## src/rtl/eth_rx_frame_recorder_pkg.sv

```systemverilog
// Shared constants for the Ethernet receive frame recorder: byte width,
// default maximum frame length and FSM state encodings.
package eth_rx_frame_recorder_pkg;

   localparam int unsigned BYTE_LEN          = 8;
   localparam int unsigned MAX_ETH_FRAME_LEN = 1522;
   localparam int unsigned DROP_W            = 16;

   localparam logic [1:0] ST_IDLE    = 2'd0;
   localparam logic [1:0] ST_RECORD  = 2'd1;
   localparam logic [1:0] ST_DISCARD = 2'd2;
   localparam logic [1:0] ST_HALT    = 2'd3;

endpackage

```

## src/rtl/eth_rx_frame_recorder_desc_ring.sv

```systemverilog
// Descriptor FIFO for stored frames plus slot ownership accounting:
// slots are claimed by the writer, handed out in order and returned in order.
module eth_rx_frame_recorder_desc_ring #(
   parameter  int unsigned NUM_SLOTS = 4,
   parameter  int unsigned LEN_W     = 11,
   localparam int unsigned SLOT_W    = $clog2(NUM_SLOTS),
   localparam int unsigned CNT_W     = SLOT_W + 1
) (
   input  logic              clk,
   input  logic              rstn,
   input  logic              claim,
   input  logic              push,
   input  logic [SLOT_W-1:0] push_slot,
   input  logic [LEN_W-1:0]  push_len,
   input  logic              push_trunc,
   input  logic              desc_ready,
   input  logic              release_req,
   output logic              desc_valid,
   output logic [SLOT_W-1:0] desc_slot,
   output logic [LEN_W-1:0]  desc_len,
   output logic              desc_trunc,
   output logic [CNT_W-1:0]  free_cnt,
   output logic              rel_ok_c
);

   logic [SLOT_W-1:0]    q_slot [NUM_SLOTS];
   logic [LEN_W-1:0]     q_len  [NUM_SLOTS];
   logic [NUM_SLOTS-1:0] q_trunc;
   logic [SLOT_W-1:0]    wr_ptr;
   logic [SLOT_W-1:0]    rd_ptr;
   logic [CNT_W-1:0]     q_cnt;
   logic [CNT_W-1:0]     acc_cnt;
   logic                 pop_c;

   // A release only counts when some accepted slot is still outstanding
   assign pop_c    = (q_cnt != '0) && desc_ready;
   assign rel_ok_c = release_req && (acc_cnt != '0);

   always_ff @(posedge clk) begin
      if (!rstn) begin
         for (int unsigned i = 0; i < NUM_SLOTS; i++) begin
            q_slot[i] <= '0;
            q_len[i]  <= '0;
         end
         q_trunc  <= '0;
         wr_ptr   <= '0;
         rd_ptr   <= '0;
         q_cnt    <= '0;
         acc_cnt  <= '0;
         free_cnt <= CNT_W'(NUM_SLOTS);
      end else begin
         if (push) begin
            q_slot[wr_ptr]  <= push_slot;
            q_len[wr_ptr]   <= push_len;
            q_trunc[wr_ptr] <= push_trunc;
            wr_ptr          <= wr_ptr + SLOT_W'(1);
         end
         if (pop_c) begin
            rd_ptr <= rd_ptr + SLOT_W'(1);
         end
         q_cnt    <= q_cnt + CNT_W'(push) - CNT_W'(pop_c);
         acc_cnt  <= acc_cnt + CNT_W'(pop_c) - CNT_W'(rel_ok_c);
         free_cnt <= free_cnt + CNT_W'(rel_ok_c) - CNT_W'(claim);
      end
   end

   assign desc_valid = (q_cnt != '0);
   assign desc_slot  = q_slot[rd_ptr];
   assign desc_len   = q_len[rd_ptr];
   assign desc_trunc = q_trunc[rd_ptr];

endmodule

```

## src/rtl/eth_rx_frame_recorder.sv

```systemverilog
// Records received Ethernet frames into a ring of fixed-size packet RAM slots
// and publishes one descriptor per stored frame; frames without a slot are dropped.
module eth_rx_frame_recorder
   import eth_rx_frame_recorder_pkg::*;
#(
   parameter  int unsigned NUM_SLOTS     = 4,
   parameter  int unsigned SLOT_SIZE     = 2048,
   parameter  int unsigned MAX_FRAME_LEN = MAX_ETH_FRAME_LEN,
   parameter  int unsigned ONE_SHOT      = 0,
   localparam int unsigned SLOT_W        = $clog2(NUM_SLOTS),
   localparam int unsigned OFF_W         = $clog2(SLOT_SIZE),
   localparam int unsigned ADDR_W        = $clog2(NUM_SLOTS * SLOT_SIZE),
   localparam int unsigned LEN_W         = $clog2(MAX_FRAME_LEN + 1)
) (
   input  logic                clk,
   input  logic                rstn,
   input  logic                inclk,
   input  logic [BYTE_LEN-1:0] in,
   input  logic                in_done,
   output logic                ram_we,
   output logic [ADDR_W-1:0]   ram_waddr,
   output logic [BYTE_LEN-1:0] ram_win,
   output logic                desc_valid,
   input  logic                desc_ready,
   output logic [SLOT_W-1:0]   desc_slot,
   output logic [LEN_W-1:0]    desc_len,
   output logic                desc_trunc,
   input  logic                release_req,
   output logic [SLOT_W:0]     free_cnt,
   output logic [DROP_W-1:0]   drop_cnt,
   output logic                busy
);

   localparam logic [LEN_W-1:0] MAX_LEN = LEN_W'(MAX_FRAME_LEN);

   logic [1:0]          state,       state_nxt;
   logic [LEN_W-1:0]    cnt,         cnt_nxt;
   logic                trunc,       trunc_nxt;
   logic [SLOT_W-1:0]   wr_slot,     wr_slot_nxt;
   logic                we_nxt;
   logic [ADDR_W-1:0]   waddr_nxt;
   logic [BYTE_LEN-1:0] win_nxt;
   logic [DROP_W-1:0]   drop_nxt;
   logic                busy_nxt;
   logic                claim_c;
   logic                commit_c;
   logic                drop_c;
   logic [LEN_W-1:0]    push_len_c;
   logic                push_trunc_c;
   logic                rel_ok_c;

   eth_rx_frame_recorder_desc_ring #(
      .NUM_SLOTS (NUM_SLOTS),
      .LEN_W     (LEN_W)
   ) u_ring (
      .clk         (clk),
      .rstn        (rstn),
      .claim       (claim_c),
      .push        (commit_c),
      .push_slot   (wr_slot),
      .push_len    (push_len_c),
      .push_trunc  (push_trunc_c),
      .desc_ready  (desc_ready),
      .release_req (release_req),
      .desc_valid  (desc_valid),
      .desc_slot   (desc_slot),
      .desc_len    (desc_len),
      .desc_trunc  (desc_trunc),
      .free_cnt    (free_cnt),
      .rel_ok_c    (rel_ok_c)
   );

   // State, byte counter and registered RAM write port
   always_ff @(posedge clk) begin
      if (!rstn) begin
         state     <= ST_IDLE;
         cnt       <= '0;
         trunc     <= 1'b0;
         wr_slot   <= '0;
         ram_we    <= 1'b0;
         ram_waddr <= '0;
         ram_win   <= '0;
         drop_cnt  <= '0;
         busy      <= 1'b0;
      end else begin
         state     <= state_nxt;
         cnt       <= cnt_nxt;
         trunc     <= trunc_nxt;
         wr_slot   <= wr_slot_nxt;
         ram_we    <= we_nxt;
         ram_waddr <= waddr_nxt;
         ram_win   <= win_nxt;
         drop_cnt  <= drop_nxt;
         busy      <= busy_nxt;
      end
   end

   // Next-state and write decisions; a slot freed this cycle may be claimed at once
   always_comb begin
      state_nxt    = state;
      cnt_nxt      = cnt;
      trunc_nxt    = trunc;
      wr_slot_nxt  = wr_slot;
      we_nxt       = 1'b0;
      waddr_nxt    = ram_waddr;
      win_nxt      = ram_win;
      drop_nxt     = drop_cnt;
      claim_c      = 1'b0;
      commit_c     = 1'b0;
      drop_c       = 1'b0;
      push_len_c   = '0;
      push_trunc_c = 1'b0;

      case (state)
         ST_IDLE: begin
            if (inclk) begin
               if ((free_cnt != '0) || rel_ok_c) begin
                  claim_c   = 1'b1;
                  we_nxt    = 1'b1;
                  waddr_nxt = ADDR_W'({wr_slot, {OFF_W{1'b0}}});
                  win_nxt   = in;
                  cnt_nxt   = LEN_W'(1);
                  trunc_nxt = 1'b0;
                  state_nxt = ST_RECORD;
                  commit_c  = in_done;
               end else begin
                  state_nxt = ST_DISCARD;
                  drop_c    = in_done;
               end
            end
         end
         ST_RECORD: begin
            if (inclk) begin
               if (cnt < MAX_LEN) begin
                  we_nxt    = 1'b1;
                  waddr_nxt = ADDR_W'({wr_slot, OFF_W'(cnt)});
                  win_nxt   = in;
                  cnt_nxt   = cnt + LEN_W'(1);
               end else begin
                  trunc_nxt = 1'b1;
               end
            end
            commit_c = in_done;
         end
         ST_DISCARD: begin
            drop_c = in_done;
         end
         default: begin
         end
      endcase

      // The final byte of a frame is counted before the descriptor is built
      if (commit_c) begin
         push_len_c   = cnt_nxt;
         push_trunc_c = trunc_nxt;
         wr_slot_nxt  = wr_slot + SLOT_W'(1);
         cnt_nxt      = '0;
         trunc_nxt    = 1'b0;
         state_nxt    = (ONE_SHOT != 0) ? ST_HALT : ST_IDLE;
      end
      if (drop_c) begin
         drop_nxt  = (drop_cnt == '1) ? drop_cnt : drop_cnt + DROP_W'(1);
         state_nxt = ST_IDLE;
      end

      busy_nxt = (state_nxt == ST_RECORD) || (state_nxt == ST_DISCARD);
   end

endmodule

```

## config.mk

```make
export PLATFORM = sky130hd
export DESIGN_NAME = eth_rx_frame_recorder
export DESIGN_NICKNAME = d
export VERILOG_FILES = /design/src/rtl/eth_rx_frame_recorder_pkg.sv /design/src/rtl/eth_rx_frame_recorder_desc_ring.sv /design/src/rtl/eth_rx_frame_recorder.sv
export SDC_FILE = /design/constraint.sdc
export NUM_CORES = 1
export LEC_CHECK = 0
export ABC_AREA = 1
export ABC_CLOCK_PERIOD_IN_PS = 2500
export CAP_MARGIN = 20
export CORE_ASPECT_RATIO = 1.2
export CORE_MARGIN = 8
export CORE_UTILIZATION = 51
export CTS_CLUSTER_DIAMETER = 40
export CTS_CLUSTER_SIZE = 25
export DETAILED_ROUTE_END_ITERATION = 6
export GPL_ROUTABILITY_DRIVEN = 0
export PLACE_DENSITY_LB_ADDON = 0.08
export SKIP_CTS_REPAIR_TIMING = 1
export SYNTH_ARGS = -nofsm -noshare
export SYNTH_HDL_FRONTEND = slang
export SYNTH_SLANG_ARGS = --single-unit
export TNS_END_PERCENT = 1
```

## constraint.sdc

```tcl
create_clock -name clk -period 2.5 [get_ports clk]
set_input_delay 0.25 -clock clk [delete_from_list [all_inputs] [get_ports clk]]
set_output_delay 0.25 -clock clk [all_outputs]
set_load 0.03 [all_outputs]
```

# After elaboration in Yosys (flattened, before gate mapping)
# Memories as Yosys holds them, arrays and structs flattened. A register that Yosys moved wholly into a read port is not among the register bits.
# Index checks and enable logic that the tools add are counted.
[totals]
regBits = 72
latch_bits = 0
mem_bits_rw = 52
mem_bits_ro = 0
in_bits = 14
output_inout_bits = 57
wordCells = 116
memories = 2
[op_classes]
addsub = 11
multipliers = 0
div_mod_pow = 0
magnitude_cmp = 4
n_eq_ne = 9
shifts = 0
muxes = 58
bitwise = 2
reduce_logical = 15
[mem_list]
columns = ["memory", "words", "word_bits", "rd", "rd_ports_with_merged_regs", "wr", "line", "rtl"]
rows = [
  ["u_ring.q_len", 4, 11, 1, 1, 4, "eth_rx_frame_recorder_desc_ring.sv:27", "logic [LEN_W-1:0] q_len [NUM_SLOTS];"],
  ["u_ring.q_slot", 4, 2, 1, 1, 4, "eth_rx_frame_recorder_desc_ring.sv:26", "logic [SLOT_W-1:0] q_slot [NUM_SLOTS];"],
]
[ops]
columns = ["op", "count"]
rows = [
  ["11-bit 2-to-1 mux", 6],
  ["13-bit 2-to-1 mux", 4],
  ["8-bit 2-to-1 mux", 4],
  ["13-bit one-hot mux with 2 select lines", 1],
  ["2-bit 2-to-1 mux", 12],
  ["1-bit 2-to-1 mux", 22],
  ["11-bit one-hot mux with 2 select lines", 1],
  ["16-bit by 1-bit adder with 16-bit output (second input constant)", 1],
  ["16-bit == test (second input constant)", 1],
  ["8-bit one-hot mux with 2 select lines", 1],
  ["11-bit by 1-bit adder with 11-bit output (second input constant)", 1],
  ["11-bit < comparator (second input constant)", 1],
  ["11-bit OR reduction", 1],
  ["3-bit by 1-bit adder with 3-bit output", 3],
  ["3-bit nonzero test", 3],
  ["3-bit by 1-bit subtractor with 3-bit output", 3],
  ["2-bit inequality test (second input constant)", 4],
  ["1-bit one-hot mux with 2 select lines", 4],
  ["2-bit by 1-bit adder with 2-bit output (second input constant)", 3],
  ["2-bit by 3-bit < comparator with 1-bit output (second input constant)", 2],
  ["5-bit AND reduction", 1],
  ["4-bit bitwise mux", 1],
  ["2-bit by 1-bit == test with 1-bit output (second input constant)", 2],
  ["2-bit == test (second input constant)", 2],
  ["10 further kinds", 15],
]

# Depth between registers and ports, before layout
[logic_depth]
word_depth = 11
ltp_mapped = 12
depth_no_buf = 12

# Hierarchy
# Synthesis repeated with hierarchy kept, for this count alone.
[unflattened]
cells_unflattened = 762
hier_area_um2 = 6356.1
[modules_own_cells]
columns = ["module", "n_inst", "cells_each", "area_each_um2", "seq_area_each_um2"]
rows = [
  ["eth_rx_frame_recorder_desc_ring", 1, 327, 3206.8, 1941.9],
  ["eth_rx_frame_recorder", 1, 435, 3149.3, 1101.1],
]

# Worst setup path after synthesis
# OpenSTA, ideal clock, no wires.
[synth_timing]
kind = "register to register"
start = "reg u_ring.free_cnt[1]"
end = "mem u_ring.q_len[3][0], enable pin"
setup_ns = 0.404
arrival_time_ns = 2.131
required_time_ns = 2.096
path_slack_ns = -0.035
stages_incl_launch_ff = 7
path_buffers = 0
period_less_slack_ns = 2.535
path_cell_list = "dfxtp_1 nor3_2 nand2_2 nand3_4 nand2_2 nand2_4 o31ai_1"
[synth_lines]
columns = ["element", "line", "rtl"]
rows = [
  ["start, declared", "eth_rx_frame_recorder_desc_ring.sv:22", "output logic [CNT_W-1:0] free_cnt,"],
  ["start signal, assigned", "eth_rx_frame_recorder_desc_ring.sv:50", "free_cnt <= CNT_W'(NUM_SLOTS);"],
  ["start signal, assigned", "eth_rx_frame_recorder_desc_ring.sv:63", "free_cnt <= free_cnt + CNT_W'(rel_ok_c) - CNT_W'(claim);"],
  ["end, declared", "eth_rx_frame_recorder_desc_ring.sv:27", ""],
]

==> metrics.md <==
| Metric | Value |
|---|---|
| Total CTS buffers | 17 |
| Chip width | 117 um |
| Residual DRC count | 0 |
| Switch Pwr | 2.28 mW |
| Die H | 138 um |
| Status | complete, no violations |
| Min Hold Slack | 423 ps |
| Sink Count | 126 |
| Most frequent cells in the layout | nor2_1 (145), nand2_1 (133), inv_1 (97) |
| Sw frac | 0.336 |
| Detailed placement HPWL | 10600 um |
| Post-synth EDFFs | 52 |
| Hold EP | ram_win[1] |
| Nets@finish | 892 |
| Ys async rst share | 0 |
| Area after DPL | 0.00717 mm2 |
| Arrival time worst endpoint | 2020 ps |
| Tmin final | 2270 ps |
| FF-to-FF End | u_ring.free_cnt[2] |
| Yosys reg bits | 126 |
| R2r worst-path depth | 12 |
| Final setup fails | 0 |
| Core ar. | 0.0121 mm2 |
| Comb pwr share | 0.287 |
| Max cap viols | 0 |
| Vias in the first global route | 5323 |
| Num ports | 71 |
| WL/cell | 14.3 um |
| Routed via count | 5302 |
| Antenna violations before repair | 0 |
| Cell Int Power | 4.51 mW |
| Slew @ Worst Pin | 498 ps |
| Mapped Nets | 811 |
| Starting density of the core | 0.522 |
| Maximum VDD drop | 474 uV |
| Max Fclk | 441 MHz |
| Most common library cell in the layout ignoring fill and taps | nor2_1 |
| Worst Clk Skew | 6.51 ps |
| GRT overflow | 0 |
| Clock-pin slew on the worst setup and hold paths | 60 ps |
| Pre-Repair DR Iteration Count | 5 |
| H-tree Lvls | 4 |
| Min-Delay Path Depth | 3 |
| Final period util | 0.908 |
| Seq pwr share | 0.368 |
| FF-to-FF Start | u_ring.acc_cnt[1] |
| RSZ-0062 raised after global routing | no |
| Count of cell types in the netlist | 39 |
| Fin util | 0.644 |
| CP required | 2250 ps |
| Crit Path Class | reg2out |
| Total Neg Setup Slack | 0 ps |
| Fin. max-slew vios | 0 |
| Area Overhead vs Synth | 23.3% |
| HP Class | in2reg |
| Seq/Total Area, Yosys | 0.484 |
| Routed wire length | 14800 um |
| Root buf cell | clkbuf_16 |
| Startpoint type of the worst setup path | flop |
| Final Cell Area | 0.00776 mm2 |
| Crit-path max FO | 12 |
| Vias/cell | 5.11 |
| Pwr Total | 6.79 mW |
| Pwr per Cell Area | 875 mW/mm2 |
| Clock share of power | 0.345 |
| Hold Crit Start | in[1] |
| Post-Syn Area | 0.00629 mm2 |
| Yosys warns | 0 |
| Die area | 0.0162 mm2 |
| Antenna Cells | 0 |
| Rel. slew slack | 0.666 |
| Num rows | 44 |
| Antenna Nets Post-Route | 0 |
| # port buffers | 70 |
| Syn avg cell area | 8.05 um2 |
| Drt first-iter violations | 381 |
| Global-route wire length before repair | 25600 um |
| Largest net degree at the start of global routing | 46 |
| Total GRT Usage | 0.193 |
| Worst-skew pair later-pin latency | 410 ps |
| Clock Tree Buf Depth | 2 |
| Worst R2R Setup Slack | 310 ps |
| Share of cells above drive strength 1 | 0.108 |
| Mapped Cells | 782 |
| CTS tree | yes |
| Crit end category | output pin |
| P_leak | 3.27 nW |
| Final-report hold violation count | 0 |
| Main flop type after synthesis | dfxtp_1 |
==> state kept, by name (all words and copies together) (netlist names), 4 cells and up, named ones only <==
register,count
ram_waddr,13
u_ring.q_trunc,4
u_ring.q_slot,8
drop_cnt,16
u_ring.q_len,44
cnt,11
ram_win,8
==> final cells by class <==
cell class | count | area [um2]
fill | 1022 | 4300
sequential | 126 | 3050
multi-input combinational | 524 | 2700
timing repair buffer | 89 | 851
clock buffer | 20 | 457
inverter | 105 | 398
tap | 161 | 201
clock inverter | 12 | 109
==> worst max-delay path, cell delays in order (launching register included) <==
cell,delay [ps]
dfxtp_2,390
clkinvlp_4,90
buf_4,170
o21ai_0,100
o22ai_1,140
clkdlybuf4s50_1,710
==> cells by family after synthesis <==
| kind of cell | synth area share |
|---|---|
| buf+inv | 0.0881 |
| compound gates | 0.107 |
| simple gates | 0.266 |
| flops | 0.484 |
| xor+xnor | 0.0223 |
| fa+ha+maj | 0.0334 |
==> power by group through the flow <==
stage               clock network [mW]  registers [mW]  logic, mW
finish                            2.34            2.50       1.95
global route                      2.47            2.53       2.16
CTS                               2.38            2.50       1.98
detailed placement                   0            2.54       1.97
global placement                     0            2.53       1.92
floorplan                            0            2.68       1.15
==> synthesized netlist by cell type, types with 9 or more instances <==
library cell / instances / area [um2]
nor2_1: 145 / 544
nand2_1: 133 / 499
inv_1: 98 / 368
dfxtp_1: 74 / 1480
o21ai_0: 62 / 310
edfxtp_1: 52 / 1560
nand3_1: 41 / 205
a21oi_1: 40 / 200
o22ai_1: 13 / 81.3
ha_1: 12 / 150
clkbuf_1: 11 / 41.3
nor3_1: 9 / 45.0
==> per-stage QoR <==
stage,cells,setup WS (ps)
after floorplan,782,369
after global placement,1004,225
after detailed placement,1004,150
after CTS,1036,0.152
after global routing,1037,111
final,1037,231
==> per-layer routing <==
| layer | part of all wire | vias up | global-route usage |
|---|---|---|---|
| met5 | 0 | - | 0 |
| met4 | 0.016 | 0 | 0.0700 |
| met3 | 0.071 | 22 | 0.0615 |
| met2 | 0.50 | 145 | 0.341 |
| met1 | 0.42 | 2449 | 0.217 |
| li1 | - | 2686 | - |
==> worst max-delay path by stage <==
stage / slack [ps] / depth (start not counted) / to
global route: 110 / 5 / desc_slot[0]
global placement: 220 / 11 / u_ring.free_cnt[2]
CTS: 0.2 / 4 / desc_len[7]
finish: 230 / 5 / desc_slot[0]
floorplan: 370 / 6 / u_ring.q_len[3][0]
detailed placement: 150 / 11 / u_ring.free_cnt[2]
No activity file was read; power rests on OpenSTA's default activity.
